[src/rtl/axi_lite_regs.sv]
// rtl/axi_lite_regs.sv - AXI-Lite slave with four byte-strobed registers
// Optional: define AXI_LITE_REGS_CYCLE_COUNTER_EN to make REG3 a read-only cycle counter.
module axi_lite_regs #(
    parameter int DATA_WIDTH = 32,
    parameter int ADDR_WIDTH = 8
) (
    input  logic                    s_axi_aclk,
    input  logic                    s_axi_aresetn,
    input  logic [ADDR_WIDTH-1:0]   s_axi_awaddr,
    input  logic                    s_axi_awvalid,
    output logic                    s_axi_awready,
    input  logic [DATA_WIDTH-1:0]   s_axi_wdata,
    input  logic [DATA_WIDTH/8-1:0] s_axi_wstrb,
    input  logic                    s_axi_wvalid,
    output logic                    s_axi_wready,
    output logic [1:0]              s_axi_bresp,
    output logic                    s_axi_bvalid,
    input  logic                    s_axi_bready,
    input  logic [ADDR_WIDTH-1:0]   s_axi_araddr,
    input  logic                    s_axi_arvalid,
    output logic                    s_axi_arready,
    output logic [DATA_WIDTH-1:0]   s_axi_rdata,
    output logic [1:0]              s_axi_rresp,
    output logic                    s_axi_rvalid,
    input  logic                    s_axi_rready
);

    localparam int STRB_W = DATA_WIDTH / 8;
    localparam int IDX_W  = ADDR_WIDTH - 2;
    localparam logic [1:0] RESP_OKAY   = 2'b00;
    localparam logic [1:0] RESP_SLVERR = 2'b10;

    typedef enum logic { W_IDLE, W_RESP } w_state_e;
    typedef enum logic { R_IDLE, R_DATA } r_state_e;

    w_state_e w_state_q, w_state_d;
    r_state_e r_state_q, r_state_d;

    logic                  awready_q, awready_d;
    logic                  wready_q, wready_d;
    logic                  aw_held_q, aw_held_d;
    logic                  w_held_q, w_held_d;
    logic [IDX_W-1:0]      awidx_q, awidx_d;
    logic [DATA_WIDTH-1:0] wdata_q, wdata_d;
    logic [STRB_W-1:0]     wstrb_q, wstrb_d;
    logic                  bvalid_q, bvalid_d;
    logic [1:0]            bresp_q, bresp_d;
    logic [DATA_WIDTH-1:0] regs_q [4];
    logic [DATA_WIDTH-1:0] regs_d [4];

    logic                  arready_q, arready_d;
    logic                  rvalid_q, rvalid_d;
    logic [DATA_WIDTH-1:0] rdata_q, rdata_d;
    logic [1:0]            rresp_q, rresp_d;

    logic                  aw_fire, w_fire, aw_have, w_have, commit;
    logic [IDX_W-1:0]      wr_idx;
    logic [DATA_WIDTH-1:0] wr_data;
    logic [STRB_W-1:0]     wr_strb;
    logic                  wr_ok;
    logic                  ar_fire;
    logic [IDX_W-1:0]      rd_idx;
    logic                  rd_in_range;
    logic [DATA_WIDTH-1:0] rd_val;
    logic                  unused_addr_bits;

    assign unused_addr_bits = ^{s_axi_awaddr[1:0], s_axi_araddr[1:0]};

`ifdef AXI_LITE_REGS_CYCLE_COUNTER_EN
    logic [DATA_WIDTH-1:0] cnt_q, cnt_d;
    assign cnt_d = cnt_q + DATA_WIDTH'(1);
`endif

    // A beat arriving this cycle is merged with any beat already held, so the
    // commit can happen on the same edge the second half arrives.
    assign aw_fire = s_axi_awvalid && awready_q;
    assign w_fire  = s_axi_wvalid && wready_q;
    assign aw_have = aw_held_q || aw_fire;
    assign w_have  = w_held_q || w_fire;
    assign commit  = (w_state_q == W_IDLE) && aw_have && w_have;
    assign wr_idx  = aw_fire ? s_axi_awaddr[ADDR_WIDTH-1:2] : awidx_q;
    assign wr_data = w_fire ? s_axi_wdata : wdata_q;
    assign wr_strb = w_fire ? s_axi_wstrb : wstrb_q;

`ifdef AXI_LITE_REGS_CYCLE_COUNTER_EN
    assign wr_ok = (wr_idx <= IDX_W'(3)) && (wr_idx[1:0] != 2'd3);
`else
    assign wr_ok = (wr_idx <= IDX_W'(3));
`endif

    assign ar_fire     = s_axi_arvalid && arready_q;
    assign rd_idx      = s_axi_araddr[ADDR_WIDTH-1:2];
    assign rd_in_range = (rd_idx <= IDX_W'(3));

    always_comb begin
        rd_val = '0;
        if (rd_in_range) begin
            rd_val = regs_q[rd_idx[1:0]];
`ifdef AXI_LITE_REGS_CYCLE_COUNTER_EN
            if (rd_idx[1:0] == 2'd3) begin
                rd_val = cnt_q;
            end
`endif
        end
    end

    always_ff @(posedge s_axi_aclk or negedge s_axi_aresetn) begin
        if (!s_axi_aresetn) begin
            w_state_q <= W_IDLE;
            r_state_q <= R_IDLE;
            awready_q <= 1'b0;
            wready_q  <= 1'b0;
            aw_held_q <= 1'b0;
            w_held_q  <= 1'b0;
            awidx_q   <= '0;
            wdata_q   <= '0;
            wstrb_q   <= '0;
            bvalid_q  <= 1'b0;
            bresp_q   <= 2'b00;
            arready_q <= 1'b0;
            rvalid_q  <= 1'b0;
            rdata_q   <= '0;
            rresp_q   <= 2'b00;
            for (int i = 0; i < 4; i++) begin
                regs_q[i] <= '0;
            end
`ifdef AXI_LITE_REGS_CYCLE_COUNTER_EN
            cnt_q     <= '0;
`endif
        end else begin
            w_state_q <= w_state_d;
            r_state_q <= r_state_d;
            awready_q <= awready_d;
            wready_q  <= wready_d;
            aw_held_q <= aw_held_d;
            w_held_q  <= w_held_d;
            awidx_q   <= awidx_d;
            wdata_q   <= wdata_d;
            wstrb_q   <= wstrb_d;
            bvalid_q  <= bvalid_d;
            bresp_q   <= bresp_d;
            arready_q <= arready_d;
            rvalid_q  <= rvalid_d;
            rdata_q   <= rdata_d;
            rresp_q   <= rresp_d;
            for (int i = 0; i < 4; i++) begin
                regs_q[i] <= regs_d[i];
            end
`ifdef AXI_LITE_REGS_CYCLE_COUNTER_EN
            cnt_q     <= cnt_d;
`endif
        end
    end

    always_comb begin
        w_state_d = w_state_q;
        case (w_state_q)
            W_IDLE:  if (aw_have && w_have) w_state_d = W_RESP;
            W_RESP:  if (s_axi_bready) w_state_d = W_IDLE;
            default: w_state_d = W_IDLE;
        endcase
    end

    always_comb begin
        awready_d = awready_q;
        wready_d  = wready_q;
        aw_held_d = aw_held_q;
        w_held_d  = w_held_q;
        awidx_d   = awidx_q;
        wdata_d   = wdata_q;
        wstrb_d   = wstrb_q;
        bvalid_d  = bvalid_q;
        bresp_d   = bresp_q;
        case (w_state_q)
            W_IDLE: begin
                awidx_d   = wr_idx;
                wdata_d   = wr_data;
                wstrb_d   = wr_strb;
                aw_held_d = aw_have;
                w_held_d  = w_have;
                awready_d = !aw_have;
                wready_d  = !w_have;
                if (commit) begin
                    aw_held_d = 1'b0;
                    w_held_d  = 1'b0;
                    awready_d = 1'b0;
                    wready_d  = 1'b0;
                    bvalid_d  = 1'b1;
                    bresp_d   = wr_ok ? RESP_OKAY : RESP_SLVERR;
                end
            end
            W_RESP: begin
                if (s_axi_bready) begin
                    bvalid_d  = 1'b0;
                    awready_d = 1'b1;
                    wready_d  = 1'b1;
                end
            end
            default: ;
        endcase
    end

    always_comb begin
        for (int i = 0; i < 4; i++) begin
            regs_d[i] = regs_q[i];
        end
        if (commit && wr_ok) begin
            for (int b = 0; b < STRB_W; b++) begin
                if (wr_strb[b]) begin
                    regs_d[wr_idx[1:0]][8*b +: 8] = wr_data[8*b +: 8];
                end
            end
        end
    end

    always_comb begin
        r_state_d = r_state_q;
        case (r_state_q)
            R_IDLE:  if (ar_fire) r_state_d = R_DATA;
            R_DATA:  if (s_axi_rready) r_state_d = R_IDLE;
            default: r_state_d = R_IDLE;
        endcase
    end

    // Read data is sampled from regs_q, so a same-edge write is not visible yet.
    always_comb begin
        arready_d = arready_q;
        rvalid_d  = rvalid_q;
        rdata_d   = rdata_q;
        rresp_d   = rresp_q;
        case (r_state_q)
            R_IDLE: begin
                arready_d = 1'b1;
                if (ar_fire) begin
                    arready_d = 1'b0;
                    rvalid_d  = 1'b1;
                    rdata_d   = rd_val;
                    rresp_d   = rd_in_range ? RESP_OKAY : RESP_SLVERR;
                end
            end
            R_DATA: begin
                if (s_axi_rready) begin
                    rvalid_d  = 1'b0;
                    arready_d = 1'b1;
                end
            end
            default: ;
        endcase
    end

    assign s_axi_awready = awready_q;
    assign s_axi_wready  = wready_q;
    assign s_axi_bvalid  = bvalid_q;
    assign s_axi_bresp   = bresp_q;
    assign s_axi_arready = arready_q;
    assign s_axi_rvalid  = rvalid_q;
    assign s_axi_rdata   = rdata_q;
    assign s_axi_rresp   = rresp_q;

endmodule

[config.mk]
export PLATFORM = sky130hd
export DESIGN_NAME = axi_lite_regs
export DESIGN_NICKNAME = d
export VERILOG_FILES = /design/src/rtl/axi_lite_regs.sv
export SDC_FILE = /design/constraint.sdc
export NUM_CORES = 1
export LEC_CHECK = 0
export CAP_MARGIN = 20
export CORE_UTILIZATION = 40
export DETAILED_ROUTE_END_ITERATION = 16
export PLACE_DENSITY_LB_ADDON = 0.25
export SLEW_MARGIN = 40
export SYNTH_ARGS = -nofsm -noshare
export SYNTH_HDL_FRONTEND = slang
export SYNTH_SLANG_ARGS = --single-unit
[constraint.sdc]
create_clock -name s_axi_aclk -period 2.3 [get_ports s_axi_aclk]
set_input_delay 0.46 -clock s_axi_aclk [delete_from_list [all_inputs] [get_ports s_axi_aclk]]
set_output_delay 0.46 -clock s_axi_aclk [all_outputs]
set_load 0.01 [all_outputs]
== After elaboration in Yosys (flattened, before gate mapping) ==
Cells that the tools add are included.
Cells by class
  multiplexer cells: 50
  bitwise operators: 4
  order comparisons: 5
  reductions and logical operators: 16
  equality and inequality tests: 4
Operator list (count)
  $mux 128: 7
  $bwmux 128: 4
  $demux 32 s2: 4
  $mux 32: 5
  $bmux 32 s2: 1
  $mux 24: 1
  $mux 16: 1
  $mux 1: 15
  $pmux 1 s2: 7
  $le 6x2->1 const B: 2
  $logic_and 1x1->1: 8
  $mux 8: 1
  $ne 2x2->1 const B: 4
  $reduce_and 2->1: 4
  $ge 3x3->1 const B: 2
  $mux 6: 1
  $not 2->3: 2
  $mux 2: 2
  $mux 4: 1
  $lt 3x1->1 const B: 1
  $logic_not 1->1: 2
  $logic_or 1x1->1: 2
  $not 1->1: 2
Word-level totals
  word-level logic and storage cells: 98
  register bits: 215
  input bits: 59
  output and inout port bits: 41

== Longest topological paths before layout ==
  word-level depth: 18
  gate-level depth with buffers: 6
  depth with buffers taken out: 4

== Least setup slack after synthesis ==
OpenSTA, ideal clock, no wires.
  path kind: input -> register
  start: input s_axi_awaddr[5]
  end: register regs_q[113] in the netlist's numbering
  buffers on the path: 0
  stages on the path: 4
  arrival: 1.995 ns
  library setup time: 0.125 ns
  slack: 0.180 ns
  cell sequence: nor4_2 > mux2i_4 > a2111oi_4 > mux2_2
On the way
  word-level cells in the longest chain between the ends: 3
Ends and longest elaborated chain
  from (decl): RTL line 9  | input logic [ADDR_WIDTH-1:0] s_axi_awaddr,
  $mux 6: RTL line 81  | assign wr_idx = aw_fire ? s_axi_awaddr[ADDR_WIDTH-1:2] : awidx_q;
  $le 6x2->1: RTL line 88  | assign wr_ok = (wr_idx <= IDX_W'(3));
  $logic_and 1x1->1: RTL line 207  | if (commit && wr_ok) begin
  to (signal, indexed assignment): RTL line 147  | regs_q[i] <= regs_d[i];
  to (decl): RTL line 48  | logic [DATA_WIDTH-1:0] regs_q [4];
Every way passes these cells.
A chain may end at the register's enable or synchronous reset.

== Worst setup path after layout ==
  start: input s_axi_awvalid
  end: register regs_q[116] in the netlist's numbering
On the way
  word-level cells in the longest chain between the ends: 15
Ends and longest elaborated chain
  from (decl): RTL line 10  | input logic s_axi_awvalid,
  $logic_and 1x1->1 *: RTL line 76  | assign aw_fire = s_axi_awvalid && awready_q;
  $mux 6: RTL line 81
  $not 2->3 (implied by the code): RTL line 210  | regs_d[wr_idx[1:0]][8*b +: 8] = wr_data[8*b +: 8];
  $demux 32 s2: RTL line 210
  $bwmux 128: RTL line 210
  $mux 128: RTL line 209  | if (wr_strb[b]) begin
  $mux 128: RTL line 207
  $bwmux 128: RTL line 210
  $mux 128: RTL line 209
  $mux 128: RTL line 207
  $bwmux 128: RTL line 210
  $mux 128: RTL line 209
  $mux 128: RTL line 207
  $bwmux 128: RTL line 210
  $mux 128: RTL line 209
Mark *: on every way between the ends. The rest lies on a longest branch, timed or not. The select of a mux whose other input is x is not followed.

==> impl_results.md <==
- Post-DP HPWL: about 14,000 um
- Worst setup margin: approximately 0.12 ns
- GPL Wtd Cong: 0.6976
- Post-synthesis cell count: about 660
- Initial antenna violation count: 1
- Worst VDD drop: 0.4611 mV
- Post-synthesis adder-cell area fraction: 0%
- Delay-heaviest family, CP: buffers and inverters
- Hold slack: 0.4814 ns
- Post-Layout Cell Count: 1,116
- Flops & latches, synth: 213
- Status: finished, final reports clean
- Hold Path Class: flop to flop
- Core area: 0.02278 mm2
- Slowest stage cell, crit path: clkdlybuf4s50_1
- Share of the synthesized area in the top cell type: 56.86%
- Final setup vio count: 0
- Top FF cell, synth: dfrtp_1
- Cells after DPL: 1,076
- Vias per std cell: 5.253
- Final Cycle Share: 95.00%
- Die Ht: 155.1 um
- Critical path capture point type: flop
- Buf/Inv on CP: 2
- Critical Path Stages: 6
- Synth Cell Area: 0.009374 mm2
- Remaining DRCs: 0
- EDFF count, synth: 0
- Reg2Reg Setup Slack: 0.15 ns
- Area of the multi-input gates: roughly 0.004 mm2
- Netlist cell types: 34
- Post-Synth XOR/XNOR Area: 0%
- Combinational family with the most area after synthesis: multiplexers
- Final Skew: roughly 0.013 ns
- Vias in the first global route: 6,421
- Fin. Hold Viols: 0
- TritonRoute pass-1 iters: 6
- Post-CTS Setup Inserts: 0
- YS warnings: 0
- Worst-path cell chain: clkdlybuf4s50_1, and2_1, a21oi_1, a2111oi_4, buf_4, mux2_2
- Post-place setup slack: -0.4078 ns
- Hold path depth: 1
- Crit-path max cell delay: 0.57 ns
- Clock buffer depth: 3
- CP Data Arrival Time: about 2.6 ns
- Post-layout power: 12.19 mW
- DR WL/cell: 18.99 um
- Crit path capture: regs_q[116]
- Initial core utilization: 41.15%
- Root Driver: clkbuf_16
- F_max: 457.7 MHz
- Die X: 155.1 um
- Power Density: 1023 mW/mm2
- Filler cells: 1,901
- R2r startpoint: s_axi_awready
- Port bufs: 93
- Synthesized area per cell: 14.27 um2
- Layout cells sized above 1: 36.91%
- Largest net degree at the start of global routing: 63
- Worst r2r dst: regs_q[116]
- Largest area contributor in the netlist: dfrtp_1
- Setup TNS: 0 ns
- Row cnt: 55
- Max_slew headroom: 61.51%
- Leak: 5.539 nW
- Max-Cap Viols: 0
- Fin. max-slew vios: 0
- Max FO, Critical Path: 8
- Total CTS buffers: 23
- Iter 0 DRT Violations: 190
- Worst skew pair latency: 0.51 ns
- Compound-gate portion of the synthesized area: under 10%
- Final nets: 848
- Vias post-DR: 5,862
- Sequential cell area: 0.005330 mm2
- Worst EP required: roughly 2.7 ns
- CP Launch Type: input port
- Largest cells by area after synthesis: dfrtp_1, mux2_2, mux4_2
- Simple-gate area share of the yosys netlist: 8.049%
- CTS tree: done
- R2r worst-path depth: 5
- Clock sink count: 213
- Post-DRT Antenna Nets: 0
- Drt total wl: approximately 21,000 um
- Mux contribution to synthesized area: 28.59%
- Crit path launch: s_axi_awvalid
- Worst-margin pin slew: 0.5774 ns
- Total grt overflow: 0
- Sequential area share after synthesis: 56.86%
- Synthesis-to-finish area growth: 27.11%
- RSZ-0062 raised after global routing: false
- Tot GR Track Use: 18.48%
- Async set or reset register ratio after synthesis: 100.0%
- H-tree Lvls: 1
- Clock-pin slew on the worst setup and hold paths: 0.06 ns
- CP Class: input port to flop
- # IOs: 100
- Die Area: 0.02405 mm2
- First-pass GRT wire length: 34,620 um
- Tmin final: 2.185 ns
==> cells by family after synthesis <==
logic type | Yosys count
multiplexers | 205
buffers and inverters | 36
other | 1
AND/OR/NAND/NOR | 149
flip-flops | 213
AO/OA/AOI/OAI | 53
==> cell usage after synthesis (all sizes together), types with 2 or more instances <==
cell type    n
nand2b       5
nor4         8
nand2      104
a22o        32
nand3        5
o21ai        7
and3         2
a2111oi      2
buf         10
inv          4
a21oi        5
nor2        10
clkbuf      22
mux2       172
and2         2
a31oi        2
nand4        7
nand4b       4
mux4        32
dfrtp      213
o21a         2
==> worst register-to-register path, cell delays in order (launching register included) <==
cell and delay (ns):
dfrtp_1 0.47, and2_1 0.32, a21oi_1 0.24, a2111oi_4 0.38
buf_4 0.25, mux2_2 0.36
==> how the worst min path moves through the flow <==
stage | from | to | slack, ns
after detailed placement | regs_q[112] | regs_q[112] | 0.47
after global placement | regs_q[112] | regs_q[112] | 0.46
after floorplan | s_axi_aresetn | aw_held_q | 0.16
after CTS | regs_q[112] | regs_q[112] | 0.49
final | regs_q[112] | regs_q[112] | 0.48
after global routing | regs_q[112] | regs_q[112] | 0.50
==> timing repair <==
item,in CTS,in global routing
endpoints found under the hold margin,56,0
endpoints found under the setup margin,0,0
gates resized for setup,0,0
hold buffers,1,0
==> registers in the layout, indices dropped and copies added, names as in the netlist <==
register       cells
regs_q           128
s_axi_rdata       32
wdata_q           32
awidx_q            6
wstrb_q            4
aw_held_q          1
r_state_q          1
s_axi_arready      1
s_axi_awready      1
s_axi_bresp        1
s_axi_bvalid       1
s_axi_rresp        1
s_axi_rvalid       1
s_axi_wready       1
w_held_q           1
w_state_q          1
==> through the flow <==
step                utilization (%)  cell area (um2)
floorplan                         -             9378
global placement              49.15            11200
detailed placement            49.15            11200
CTS                           52.30            11910
global route                  52.30            11910
finish                        52.31            11920
==> report_power, final <==
group	leakage (nW)	switching, mW	internal [mW]	total [mW]
Clock	0.350	1.40	2.07	3.47
Sequential	2.84	0.601	4.78	5.38
Combinational	2.35	1.63	1.70	3.33
==> routing by layer <==
metal  GRT usage, %  routed length (um)  part of all wire (%)  vias up
met5              0                   0                     0        -
met4          4.715                 475                   2.2        0
met3          2.813                 733                   3.5       32
met2          32.50               10760                    51      123
met1          23.83                9221                    44     3044
li1               -                   -                     -     2663
==> placed cells by master, fill, tap and decap left out, types with 7 or more instances in the layout <==
master | Yosys | layout
mux4_2 | 32 | 32
clkbuf_16 | 0 | 23
buf_4 | 3 | 20
dfrtp_1 | 213 | 213
nand2_1 | 104 | 104
mux2_2 | 171 | 171
a22o_1 | 32 | 32
buf_12 | 0 | 24
clkdlybuf4s50_1 | 0 | 91
nand4_1 | 7 | 7
nor2_1 | 10 | 9
==> layout make-up <==
cell class / count / share of cell area (%)
Clock inverter: 5 / 0.4515
Inverter: 4 / 0.1260
Antenna cell: 1 / 0.02100
Sequential cell: 213 / 44.73
Tap cell: 313 / 3.287
Multi-Input combinational cell: 409 / 32.72
Clock buffer: 33 / 5.481
Timing Repair Buffer: 138 / 13.18
(Power assumes the default switching activity.)
